==> src/rtl/jesd207_burst_sched_pkg.sv <==
// Shared types for the JESD207 burst scheduler: FSM state encoding and channel count.
package jesd207_burst_sched_pkg;

  localparam int unsigned NCH = 2;

  typedef enum logic [1:0] {
    ST_IDLE  = 2'd0,
    ST_BURST = 2'd1,
    ST_GAP   = 2'd2
  } state_t;

endpackage

==> src/rtl/jesd207_burst_sched_rr_arb2.sv <==
// Two-way round-robin arbiter: combinational one-hot winner, priority register
// advanced only on an accepted grant.
module rr_arb2
  import jesd207_burst_sched_pkg::*;
(
  input  logic           clk,
  input  logic           rstn,
  input  logic [NCH-1:0] req,
  input  logic           update,
  output logic [NCH-1:0] win_c
);

  // prio=1 means ch1 is favoured when both request
  logic prio;

  always_comb begin
    win_c = NCH'(0);
    if (req[0] && (!req[1] || !prio)) begin
      win_c = NCH'(1);
    end else if (req[1]) begin
      win_c = NCH'(2);
    end
  end

  always_ff @(posedge clk or negedge rstn) begin
    if (!rstn) begin
      prio <= 1'b0;
    end else if (update) begin
      prio <= win_c[0];
    end
  end

endmodule

==> src/rtl/jesd207_burst_sched.sv <==
// Burst scheduler: round-robin grant between two requesters, then drives the
// DDR sample counter enable and frame marker for the granted length plus a gap.
module jesd207_burst_sched
  import jesd207_burst_sched_pkg::*;
#(
  parameter int unsigned LEN_W = 8,
  parameter int unsigned GAP   = 1
) (
  input  logic             clk,
  input  logic             rstn,
  input  logic [NCH-1:0]   req,
  input  logic [LEN_W-1:0] len0,
  input  logic [LEN_W-1:0] len1,
  output logic [NCH-1:0]   grant,
  output logic             owner,
  output logic             busy,
  output logic             cnt_en,
  output logic             frame,
  output logic             done
);

  localparam int unsigned GAP_W = (GAP > 1) ? $clog2(GAP + 1) : 1;

  state_t             state, state_n;
  logic [LEN_W-1:0]   rem, rem_n;
  logic [GAP_W-1:0]   gap_cnt, gap_cnt_n;
  logic [NCH-1:0]     win_c, grant_n;
  logic [LEN_W-1:0]   len_sel_c;
  logic               upd_c;
  logic               owner_n, busy_n, cnt_en_n, frame_n, done_n;

  rr_arb2 u_arb (
    .clk    (clk),
    .rstn   (rstn),
    .req    (req),
    .update (upd_c),
    .win_c  (win_c)
  );

  assign len_sel_c = win_c[1] ? len1 : len0;

  // Next state plus next values of every registered output
  always_comb begin
    state_n   = state;
    rem_n     = rem;
    gap_cnt_n = gap_cnt;
    grant_n   = NCH'(0);
    owner_n   = owner;
    busy_n    = 1'b0;
    cnt_en_n  = 1'b0;
    frame_n   = 1'b0;
    done_n    = 1'b0;
    upd_c     = 1'b0;
    case (state)
      ST_IDLE: begin
        if (|req) begin
          upd_c   = 1'b1;
          grant_n = win_c;
          owner_n = win_c[1];
          rem_n   = len_sel_c;
          if (len_sel_c != LEN_W'(0)) begin
            state_n  = ST_BURST;
            busy_n   = 1'b1;
            cnt_en_n = 1'b1;
            frame_n  = 1'b1;
            done_n   = (len_sel_c == LEN_W'(1));
          end else begin
            // zero-length grant: completes immediately, no sample enable
            done_n = 1'b1;
            if (GAP > 0) begin
              state_n   = ST_GAP;
              gap_cnt_n = GAP_W'(GAP);
              busy_n    = 1'b1;
            end
          end
        end
      end
      ST_BURST: begin
        if (rem != LEN_W'(0)) begin
          rem_n = rem - LEN_W'(1);
        end
        if (rem <= LEN_W'(1)) begin
          if (GAP > 0) begin
            state_n   = ST_GAP;
            gap_cnt_n = GAP_W'(GAP);
            busy_n    = 1'b1;
          end else begin
            state_n = ST_IDLE;
          end
        end else begin
          busy_n   = 1'b1;
          cnt_en_n = 1'b1;
          done_n   = (rem == LEN_W'(2));
        end
      end
      ST_GAP: begin
        if (gap_cnt <= GAP_W'(1)) begin
          state_n = ST_IDLE;
        end else begin
          gap_cnt_n = gap_cnt - GAP_W'(1);
          busy_n    = 1'b1;
        end
      end
      default: state_n = ST_IDLE;
    endcase
  end

  always_ff @(posedge clk or negedge rstn) begin
    if (!rstn) begin
      state   <= ST_IDLE;
      rem     <= LEN_W'(0);
      gap_cnt <= GAP_W'(0);
      grant   <= NCH'(0);
      owner   <= 1'b0;
      busy    <= 1'b0;
      cnt_en  <= 1'b0;
      frame   <= 1'b0;
      done    <= 1'b0;
    end else begin
      state   <= state_n;
      rem     <= rem_n;
      gap_cnt <= gap_cnt_n;
      grant   <= grant_n;
      owner   <= owner_n;
      busy    <= busy_n;
      cnt_en  <= cnt_en_n;
      frame   <= frame_n;
      done    <= done_n;
    end
  end

endmodule
==> config.mk <==
export PLATFORM = sky130hd
export DESIGN_NAME = jesd207_burst_sched
export DESIGN_NICKNAME = d
export VERILOG_FILES = /design/src/rtl/jesd207_burst_sched_pkg.sv /design/src/rtl/jesd207_burst_sched_rr_arb2.sv /design/src/rtl/jesd207_burst_sched.sv
export SDC_FILE = /design/constraint.sdc
export NUM_CORES = 1
export LEC_CHECK = 0
export BUFFER_PORTS_ARGS = -buffer_cell sky130_fd_sc_hd__clkbuf_2
export CORE_UTILIZATION = 45
export DETAILED_ROUTE_END_ITERATION = 16
export HOLD_SLACK_MARGIN = 0.03
export PLACE_DENSITY = 0.7
export SLEW_MARGIN = 20
export SYNTH_ARGS = -nofsm -noshare
export SYNTH_HDL_FRONTEND = slang
export SYNTH_SLANG_ARGS = --single-unit
==> constraint.sdc <==
create_clock -name clk -period 5.1 [get_ports clk]
set_clock_uncertainty 0.05 [all_clocks]
set_input_delay 1.02 -clock clk [delete_from_list [all_inputs] [get_ports clk]]
set_output_delay 1.02 -clock clk [all_outputs]
set_load 0.02 [all_outputs]
==> summary.log, run 1 <==
[synth] number of nets in the synthesized netlist 144
[layout] area grow syn2layout 13.4%
[job] MaxCap Viol Count 0
[clock_network] deepest level of the CTS H-tree 1
[layout] number of nets in the layout 167
[place] estimated wirelength of the detail-placed design 2070 um
[synth] netlist area before placement 1150 um2
[synth] mean area per synthesized cell 9.55 um2
[pwr] sw power 0.270 mW
[route] post-detailed-route via-to-cell ratio 6.13
[grt] Congestion Overflow GR 0
[sta] number of hold violations in the final report 0
[sta] unrepaired setup endpoints after global routing false
[min_path] number of cells on the worst hold path 1
[layout] area taken by multi-input logic gates 641 um2
[grt] via count of the first global-routing pass 978
[route] violation count after the first detailed-route iteration 32
[setup_path] number of buffers and inverters on the critical path 1
[setup_path] cells traversed along the worst timing path clkbuf_2 > nor3_1 > nor2_1 > nand2_1 > a21o_1
[run_status] run status completed
[layout] antenna diode count 0
[sta] worst slack on hold paths 0.446 ns
[floorplan] initial core utilization 49.9%
[synth] number of synthesized register bits 18
[grt] total routing resource utilization after global routing 22.6%
[setup_path] FF-to-FF End rem[6]$_DFFE_PN0P_
[pwr] Clk network pwr share 14.3%
[sta] worst relative slew slack 51.8%
[grt] first-pass GRT wire length 4490 um
[route] top layer in use met4
[clock_network] hold buffer count at cts 0
[clock_network] cell at the root of the clock tree sky130_fd_sc_hd__clkbuf_4
[route] DRC violation count after routing 0
[sta] sum of negative setup slack 0 ns
[sta] final cycle utilization of the critical path 46.8%
[route] vias after detailed routing 1042
[setup_path] endpoint type of the worst setup path register
[synth] count of different cell masters after synthesis 41
[floorplan] vertical die dimension 52.5 um
[layout] fraction of layout cells with a size suffix above 1 26.1%
[setup_path] Top delay family on crit path simple AND/OR/NAND/NOR gates
[route] first-pass iteration count of the detailed router 6
[synth] Mapped Cells 120
[setup_path] cell with the largest stage delay on the worst path sky130_fd_sc_hd__nor2_1
[setup_path] maximum net fanout on the critical path 12
[layout] end-of-flow core utilization 56.6%
[sta] Final Critical Period 2.39 ns
[pwr] maximum ir drop on the vdd rail 0.000284 V
[setup_path] required time worst endpoint 5.24 ns
[setup_path] Data arrival, critical path 2.53 ns
[clock_network] clock buffer count from CTS 3
[setup_path] critical path class in -> reg
[synth] share of async-settable or async-resettable flops after synthesis 100%
[clock_network] worst skew pair latency 0.29 ns
[clock_network] sink count of the clock tree 18
[grt] antenna violations before repair 0
[route] length of routed met2 wiring 1290 um
[synth] Main synth FF type sky130_fd_sc_hd__dfrtp_1
[setup_path] Critical Path Max Stage Delay 0.57 ns
[floorplan] Core Box Area 2300 um2
[min_path] class of the tightest hold or removal check reg -> reg
[clock_network] post-cts repair resize count 0
[clock_network] CTS tree yes
[route] Routed WL 2760 um
[place] GPL Wtd Cong 0.917
[synth] number of warnings reported in the yosys synthesis log 0
[min_path] critical hold path startpoint owner$_DFFE_PN0P_
[synth] number of enable flip-flop cells after synthesis 0
[setup_path] worst reg-to-reg setup slack 3.11 ns
[layout] register area 450 um2
[route] Met1 Wirelength 1280 um
[clock_network] register clock-pin slew on the reported worst setup and hold paths 0.10 ns
[layout] Filler Cell Count 223
[grt] maximum number of pins on one net before global-route repair 19
[floorplan] chip width 52.5 um
[synth] sequential cell area fraction in the yosys report 39.3%
[floorplan] die footprint 2750 um2
[setup_path] Register-to-Register Path Depth 6
[route] average routed wire per standard cell 16.2 um
[route] routed wire length on met3 144 um
[place] count of buffers from port buffering 26
[floorplan] count of standard-cell rows 17
[pwr] logic gate share of total power 45.0%
[sta] Final Max Slew Viols 0
[clock_network] Post-CTS Repair Setup Buffers 0
[pwr] leakage power summed over all cells 0.584 nW
[pwr] Seq pwr share 40.7%
[route] Antenna Violating Nets Remaining 0
[clock_network] Max clock buf depth 2
[setup_path] start of the worst register-to-register path rem[0]$_DFFE_PN0P_
[pwr] power per unit of standard cell area 480 nW/um2
[floorplan] I/O pin count 27
[pwr] proportion of total power due to net switching 43.2%
[sta] number of setup violations in the final report 0
[min_path] Hold Crit Endpoint owner$_DFFE_PN0P_
[setup_path] category of the worst setup path launch point input pin
[pwr] cell internal pwr 0.354 mW
[sta] maximum frequency from static timing analysis 0.419 GHz
[sta] Least-Margin Pin Slew 0.720 ns
## through the flow
step	power (mW)	instance area, um2	setup WS, ns	instances
finish	0.624	1300	2.71	170
global route	0.673	1300	2.58	170
CTS	0.626	1300	2.75	170
detailed placement	0.536	1260	2.44	166
global placement	0.531	1260	2.53	166
floorplan	0.475	1150	3.03	120
## power by group through the flow
stage / Clock [mW] / Sequential, mW / Combinational (mW)
finish: 0.0892 / 0.254 / 0.281
global placement: 0 / 0.254 / 0.277
floorplan: 0 / 0.249 / 0.226
global route: 0.0968 / 0.260 / 0.316
CTS: 0.0911 / 0.253 / 0.281
detailed placement: 0 / 0.256 / 0.280
## how the worst max path moves through the flow
stage	start	to	slack, ns	cells after the start
final	req[1]	u_arb.prio$_DFFE_PN0P_	2.71	5
after global routing	req[1]	rem[7]$_DFFE_PN0P_	2.58	5
after CTS	req[1]	u_arb.prio$_DFFE_PN0P_	2.75	5
after detailed placement	req[1]	u_arb.prio$_DFFE_PN0P_	2.44	5
after global placement	req[1]	owner$_DFFE_PN0P_	2.53	5
after floorplan	len1[4]	state[1]$_DFFE_PN0P_	3.03	4
## synthesized netlist by cell type (3+ instances only)
| cell | count | share of area [%] |
|---|---|---|
| sky130_fd_sc_hd__dfrtp_1 | 18 | 39 |
| sky130_fd_sc_hd__nand2_1 | 11 | 3.6 |
| sky130_fd_sc_hd__nor2_1 | 7 | 2.3 |
| sky130_fd_sc_hd__nor3_1 | 7 | 3.1 |
| sky130_fd_sc_hd__nand3_1 | 5 | 2.2 |
| sky130_fd_sc_hd__o22ai_1 | 5 | 2.7 |
| sky130_fd_sc_hd__a211oi_1 | 4 | 2.6 |
| sky130_fd_sc_hd__buf_2 | 4 | 1.7 |
| sky130_fd_sc_hd__ha_1 | 4 | 4.4 |
| sky130_fd_sc_hd__nand4_1 | 4 | 2.2 |
| sky130_fd_sc_hd__o211ai_1 | 4 | 2.6 |
| sky130_fd_sc_hd__a21o_1 | 3 | 2.0 |
| sky130_fd_sc_hd__a22o_1 | 3 | 2.3 |
| sky130_fd_sc_hd__and3_1 | 3 | 1.6 |
| sky130_fd_sc_hd__nand2b_1 | 3 | 1.6 |
## worst register-to-register path, stage by stage (launching register included)
cell and delay [ns]:
sky130_fd_sc_hd__dfrtp_1 0.43, sky130_fd_sc_hd__inv_1 0.16, sky130_fd_sc_hd__ha_1 0.30, sky130_fd_sc_hd__or3b_1 0.39
sky130_fd_sc_hd__o31ai_1 0.21, sky130_fd_sc_hd__nand3_1 0.10, sky130_fd_sc_hd__a22o_1 0.26
## state kept, by name, indices dropped and copies added (netlist names)
name,count
owner,1
frame,1
busy,1
rem,8
u_arb.prio,1
state,2
grant,2
cnt_en,1
done,1
## final cells by class
class | instances | area share [%]
sequential | 18 | 34.6
timing repair buffer | 26 | 10.0
inverter | 2 | 0.577
clock buffer | 4 | 2.79
tap | 28 | 2.69
multi-input combinational | 92 | 49.3
## logic make-up after synthesis
logic type / share of synthesized area, %
adder cells (fa/ha/maj): 4.37
buffers and inverters: 5.02
multiplexers: 2.73
flip-flops: 39.3
AND/OR/NAND/NOR: 28.1
AO/OA/AOI/OAI: 20.5
## placed cells by master (no fill, tap or decap), drive strengths merged, types with 2 or more instances in the layout
cell    count
nor3        7
mux2i       2
nand2b      3
dfrtp      18
a211o       2
ha          4
nor4        4
nand4       5
and2        2
nor2        7
a31oi       2
nand3       5
o22ai       5
o31ai       2
a21o        3
clkbuf     30
inv         2
a22o        3
and3        3
nand2      12
a21oi       2
a211oi      4
o211ai      4
## layer usage
metal  GRT usage, %  up-vias
met3           3.19        6
met1           30.4      497
met5              0        -
li1               -      503
met4           8.33        0
met2           36.5       36
Power figures use the tool's default switching activity.
==> run 2: changes to the inputs <==
==> constraint.sdc (replaced) <==
create_clock -name clk -period 2.5 [get_ports clk]
set_clock_uncertainty 0.05 [all_clocks]
set_input_delay 0.5 -clock clk [delete_from_list [all_inputs] [get_ports clk]]
set_output_delay 0.5 -clock clk [all_outputs]
set_load 0.02 [all_outputs]
==> run 2 against run 1 <==
Net effect:
- first-iteration DRC count fell by 38%
- clock-buffer cell count did not move
- worst setup slack got worse by 2.2 ns
- largest power group unchanged
==> summary.log, run 2 (synthesis gave the netlist of run 1 again) <==
[layout] fraction of layout cells with a size suffix above 1 26.4%
[route] DRC violation count after routing 0
[clock_network] deepest level of the CTS H-tree 1
[sta] number of setup violations in the final report 0
[route] post-detailed-route via-to-cell ratio 6.15
[sta] unrepaired setup endpoints after global routing false
[grt] total routing resource utilization after global routing 22.7%
[sta] sum of negative setup slack 0 ns
[setup_path] critical path class reg -> reg
[sta] Final Max Slew Viols 0
[layout] top library cells by usage in the layout, fill and taps aside 26 x sky130_fd_sc_hd__clkbuf_2, 18 x sky130_fd_sc_hd__dfrtp_1, 11 x sky130_fd_sc_hd__nand2_1
[place] cell count after placement 168
[pwr] Power Total 1.29 mW
[clock_network] Post-CTS Repair Setup Buffers 0
[setup_path] worst reg-to-reg setup slack 0.52 ns
[pwr] Clk network pwr share 14.8%
[sta] min setup slack post-route 0.518 ns
[setup_path] Data arrival, critical path 2.14 ns
[grt] antenna violations before repair 0
[setup_path] maximum net fanout on the critical path 6
[grt] met3 track demand over resource in global routing 2.90%
[layout] number of nets in the layout 169
[sta] number of hold violations in the final report 0
[clock_network] cell at the root of the clock tree sky130_fd_sc_hd__clkbuf_4
[clock_network] CTS tree yes
[pwr] Seq pwr share 40.1%
[sta] final cycle utilization of the critical path 79.3%
[clock_network] register clock-pin slew on the reported worst setup and hold paths 0.12 ns
[clock_network] hold buffer count at cts 0
[min_path] class of the tightest hold or removal check in -> async
[clock_network] worst skew pair latency 0.31 ns
[floorplan] count of standard-cell rows 17
[floorplan] vertical die dimension 52.5 um
[setup_path] Register-to-Register Path Depth 6
[route] average routed wire per standard cell 16.0 um
[layout] most common cell after layout, fill and taps aside sky130_fd_sc_hd__clkbuf_2
[pwr] maximum ir drop on the vdd rail 0.000439 V
[layout] non-filler instance count after layout 172
[grt] via count of the first global-routing pass 1017
[place] count of buffers from port buffering 26
[clock_network] clock buffer count from CTS 3
[pwr] power per unit of standard cell area 985 nW/um2
[setup_path] required time worst endpoint 2.66 ns
[job] MaxCap Viol Count 0
[pwr] proportion of total power due to net switching 43.6%
[pwr] sw power 0.564 mW
[clock_network] Max clock buf depth 2
[floorplan] chip width 52.5 um
[grt] met1 routing resource usage after global routing 31.4%
[floorplan] I/O pin count 27
[setup_path] start of the worst register-to-register path rem[0]$_DFFE_PN0P_
[sta] worst relative slew slack 66.5%
[clock_network] post-cts repair resize count 0
[layout] max FFs per register 8
[place] worst slack at placement 0.565 ns
[grt] first-pass GRT wire length 4490 um
[setup_path] endpoint type of the worst setup path register
[grt] peak-usage layer in the global routing report met2
[sta] Least-Margin Pin Slew 0.501 ns
[layout] largest registers rem (8), grant (2), state (2)
[grt] met2 demand-to-capacity share in global routing 35.2%
[run_status] run status completed
[route] violation count after the first detailed-route iteration 20
[place] GPL Wtd Cong 0.856
[pwr] logic gate share of total power 45.0%
[layout] register bank with the most flops rem
[floorplan] die footprint 2750 um2
[route] vias after detailed routing 1057
[clock_network] sink count of the clock tree 18
[layout] area grow syn2layout 14.5%
[grt] Congestion Overflow GR 0
[setup_path] FF-to-FF End rem[6]$_DFFE_PN0P_
[pwr] leakage power summed over all cells 0.590 nW
[sta] Final Critical Period 1.98 ns
[floorplan] initial core utilization 49.9%
[route] Routed WL 2750 um
[layout] antenna diode count 0
[setup_path] category of the worst setup path launch point register
[floorplan] Core Box Area 2300 um2
[place] estimated wirelength of the detail-placed design 2090 um
[route] Antenna Violating Nets Remaining 0
[route] first-pass iteration count of the detailed router 4
[sta] maximum frequency from static timing analysis 0.505 GHz
[grt] maximum number of pins on one net before global-route repair 19
[pwr] cell internal pwr 0.729 mW
[sta] worst slack on hold paths 0.0624 ns
run 2: changes by cell type in the layout (fill, tap and decap cells not counted):
cell                      delta
sky130_fd_sc_hd__nor2b_1     +1
sky130_fd_sc_hd__nor2b_2     -1
sky130_fd_sc_hd__buf_4       +2
run 2: final cells by class:
| cell class | count | area [um2] |
|---|---|---|
| Clock buffer | 4 | 36.3 |
| Timing Repair Buffer | 28 | 145 |
| Multi-Input combinational cell | 92 | 638 |
| Tap cell | 28 | 35.0 |
| Inverter | 2 | 7.51 |
| Sequential cell | 18 | 450 |
| Fill cell | 216 | 985 |
run 2: through the flow:
step           util [%]  area (um2)
5_1_grt            57.1        1310
2_1_floorplan         -        1150
6_report           57.1        1310
4_1_cts            57.1        1310
3_3_place_gp       55.6        1280
3_5_place_dp       55.6        1280
run 2: power by group through the flow:
stage | registers [mW] | logic [mW] | clock network, mW
CTS | 0.518 | 0.583 | 0.197
global placement | 0.519 | 0.573 | 0
global route | 0.534 | 0.647 | 0.201
detailed placement | 0.525 | 0.582 | 0
floorplan | 0.508 | 0.460 | 0
finish | 0.519 | 0.583 | 0.192
run 2: how the worst max path moves through the flow:
stage / from / to / slack (ns)
floorplan: rem[0]$_DFFE_PN0P_ / rem[6]$_DFFE_PN0P_ / 0.72
global placement: rem[0]$_DFFE_PN0P_ / rem[6]$_DFFE_PN0P_ / 0.57
detailed placement: rem[0]$_DFFE_PN0P_ / rem[6]$_DFFE_PN0P_ / 0.56
CTS: rem[0]$_DFFE_PN0P_ / rem[6]$_DFFE_PN0P_ / 0.54
global route: rem[0]$_DFFE_PN0P_ / rem[6]$_DFFE_PN0P_ / 0.43
finish: rem[0]$_DFFE_PN0P_ / rem[6]$_DFFE_PN0P_ / 0.52
run 2: critical path, cell delays in order, from the launching register on:
cell and delay (ns):
sky130_fd_sc_hd__dfrtp_1 0.43, sky130_fd_sc_hd__inv_1 0.17, sky130_fd_sc_hd__ha_1 0.30, sky130_fd_sc_hd__or3b_1 0.39, sky130_fd_sc_hd__o31ai_1 0.20, sky130_fd_sc_hd__nand3_1 0.11, sky130_fd_sc_hd__a22o_1 0.24
run 2: per-layer routing:
metal	part of all wire, %	vias up	wire, um
li1	-	507	-
met2	45	44	1240
met3	6.9	6	189
met5	0	-	0
met4	1.7	0	47
met1	46	500	1270
==> run 3: changes to the inputs <==
--- a/config.mk
+++ b/config.mk
@@ -9,7 +9,7 @@
 export CORE_UTILIZATION = 45
 export DETAILED_ROUTE_END_ITERATION = 16
 export HOLD_SLACK_MARGIN = 0.03
-export PLACE_DENSITY = 0.7
+export PLACE_DENSITY = 0.72
 export SLEW_MARGIN = 20
 export SYNTH_ARGS = -nofsm -noshare
 export SYNTH_HDL_FRONTEND = slang
==> constraint.sdc (replaced) <==
create_clock -name clk -period 1.8 [get_ports clk]
set_clock_uncertainty 0.05 [all_clocks]
set_input_delay 0.36 -clock clk [delete_from_list [all_inputs] [get_ports clk]]
set_output_delay 0.36 -clock clk [all_outputs]
set_load 0.02 [all_outputs]
==> run 3 against run 2 <==
Net effect:
- the run now ends with setup timing left
- combinational power rose by 89%
- via count rose by 7.5%
- worst setup slack got worse by 0.53 ns
- clock-buffer cell count did not move
- cell count rose by 8.7%
- non-clock buffer count rose by 15
- critical endpoint is now rem[7]$_DFFE_PN0P_
- largest cell class unchanged
- highest routed layer unchanged
==> summary.log, run 3 (synthesis gave the netlist of run 1 again) <==
[grt] met1 routing resource usage after global routing 34.5%
[layout] most common cell after layout, fill and taps aside sky130_fd_sc_hd__clkbuf_2
[route] first-pass iteration count of the detailed router 4
[sta] min setup slack post-route -0.0153 ns
[pwr] power per unit of standard cell area 1420 nW/um2
[sta] number of setup violations in the final report 2
[clock_network] deepest level of the CTS H-tree 1
[setup_path] number of buffers and inverters on the critical path 1
[setup_path] category of the worst setup path launch point register
[pwr] Power Total 2.04 mW
[layout] max FFs per register 8
[place] count of buffers from port buffering 26
[floorplan] die footprint 2750 um2
[route] average routed wire per standard cell 16.9 um
[grt] maximum number of pins on one net before global-route repair 19
[route] DRC violation count after routing 0
[grt] peak-usage layer in the global routing report met2
[grt] first-pass GRT wire length 4930 um
[clock_network] register clock-pin slew on the reported worst setup and hold paths 0.11 ns
[layout] top library cells by usage in the layout, fill and taps aside 26 x sky130_fd_sc_hd__clkbuf_2, 18 x sky130_fd_sc_hd__dfrtp_1, 16 x sky130_fd_sc_hd__buf_4
[layout] area taken by multi-input logic gates 654 um2
[min_path] class of the tightest hold or removal check in -> reg
[sta] number of hold violations in the final report 0
[grt] met2 demand-to-capacity share in global routing 39.7%
[pwr] leakage power summed over all cells 0.665 nW
[route] violation count after the first detailed-route iteration 33
[clock_network] CTS tree yes
[clock_network] cell at the root of the clock tree sky130_fd_sc_hd__clkbuf_4
[sta] maximum frequency from static timing analysis 0.551 GHz
[sta] Least-Margin Pin Slew 0.502 ns
[floorplan] count of standard-cell rows 17
[grt] Congestion Overflow GR 0
[grt] total routing resource utilization after global routing 25.0%
[setup_path] Data arrival, critical path 1.93 ns
[route] Antenna Violating Nets Remaining 0
[place] GPL Wtd Cong 0.897
[clock_network] clock buffer count from CTS 3
[setup_path] Critical Path Max Stage Delay 0.52 ns
[route] vias after detailed routing 1136
[clock_network] sink count of the clock tree 18
[place] worst slack at placement 0.0706 ns
[setup_path] critical path class reg -> reg
[sta] unrepaired setup endpoints after global routing true
[clock_network] Max clock buf depth 2
[setup_path] required time worst endpoint 1.91 ns
[floorplan] I/O pin count 27
[pwr] maximum ir drop on the vdd rail 0.000988 V
[clock_network] worst skew pair latency 0.29 ns
[sta] final cycle utilization of the critical path 101%
[run_status] run status complete, but fails checks
[setup_path] cells traversed along the worst timing path buf_4 > or4_4 > nor4_4 > mux2i_1 > o221ai_1
[floorplan] chip width 52.5 um
[floorplan] vertical die dimension 52.5 um
[sta] Final Max Slew Viols 0
[layout] antenna diode count 0
[setup_path] cell with the largest stage delay on the worst path sky130_fd_sc_hd__or4_4
[layout] register bank with the most flops rem
[grt] met3 track demand over resource in global routing 3.19%
[layout] register area 450 um2
[place] estimated wirelength of the detail-placed design 2330 um
[grt] via count of the first global-routing pass 1077
[sta] worst relative slew slack 66.1%
[sta] Final Critical Period 1.82 ns
[run_status] violated checks setup timing
[layout] largest registers rem (8), grant (2), state (2)
[layout] fraction of layout cells with a size suffix above 1 35.2%
[grt] antenna violations before repair 0
[layout] Filler Cell Count 207
[setup_path] endpoint type of the worst setup path register
[job] MaxCap Viol Count 0
[setup_path] Top delay family on crit path simple AND/OR/NAND/NOR gates
[floorplan] Core Box Area 2300 um2
[route] post-detailed-route via-to-cell ratio 6.07
[layout] number of nets in the layout 184
[layout] area grow syn2layout 26.0%
[floorplan] initial core utilization 49.9%
[route] Routed WL 3170 um
[setup_path] maximum net fanout on the critical path 4
[run 3: changes by cell type in the layout (fill, tap and decap cells not counted), sizes merged]
cell	previous run	this run
buf	2	16
dlygate4sd3	0	1
[run 3: final cells by class]
cell class	count	share of cell area (%)
multi-input cells	92	45.3
flip-flops and latches	18	31.2
repair buffers	43	18.0
clock buffers	4	2.51
well taps	28	2.43
inverters	2	0.520
[run 3: metal layers]
layer | vias to the layer above | part of all wire [%] | routed length (um)
met3 | 4 | 6.3 | 200
met4 | 0 | 0.88 | 28
li1 | 537 | - | -
met2 | 47 | 48 | 1530
met1 | 548 | 44 | 1410
met5 | - | 0 | 0
[run 3: final timing paths]
path / start / end / slack, ns / cells after the start
max in group asynchronous: rstn / state[1]$_DFFE_PN0P_ / 0.90 / 2
min in group asynchronous: rstn / u_arb.prio$_DFFE_PN0P_ / 0.48 / 2
max reg2reg: rem[1]$_DFFE_PN0P_ / rem[7]$_DFFE_PN0P_ / -0.02 / 5
min reg2reg: owner$_DFFE_PN0P_ / owner$_DFFE_PN0P_ / 0.45 / 1
max: rem[1]$_DFFE_PN0P_ / rem[7]$_DFFE_PN0P_ / -0.02 / 5
min: req[0] / grant[0]$_DFF_PN0_ / 0.26 / 3
[run 3: per-stage QoR]
| step | cells | area [um2] | hold slack [ns] | setup TNS (ns) | util, % |
|---|---|---|---|---|---|
| 2_1_floorplan | 120 | 1150 | 0.0144 | 0 | - |
| 3_3_place_gp | 179 | 1360 | 0.281 | 0 | 59.2 |
| 3_5_place_dp | 179 | 1360 | 0.290 | 0 | 59.2 |
| 4_1_cts | 184 | 1410 | 0.251 | 0 | 61.2 |
| 5_1_grt | 187 | 1440 | 0.277 | -0.114 | 62.9 |
| 6_report | 187 | 1440 | 0.260 | -0.0209 | 62.9 |
[run 3: what timing repair did]
action                                  in CTS  in global routing
hold buffers                                 1                  0
endpoints found under the hold margin       18                  0
gates resized for setup                      0                  5
endpoints found under the setup margin       0                  1
buffers inserted                             0                  3
[run 3: tightest hold or removal path: stages]
cell and delay, ns:
sky130_fd_sc_hd__clkbuf_2 0.10, sky130_fd_sc_hd__nand2_1 0.06, sky130_fd_sc_hd__nor3_1 0.05
[run 3: where the power goes]
part / switching (mW) / total [mW] / internal, mW
Combinational: 0.583 / 1.10 / 0.512
Clock: 0.131 / 0.254 / 0.123
Sequential: 0.152 / 0.695 / 0.543
Total: 0.866 / 2.04 / 1.18
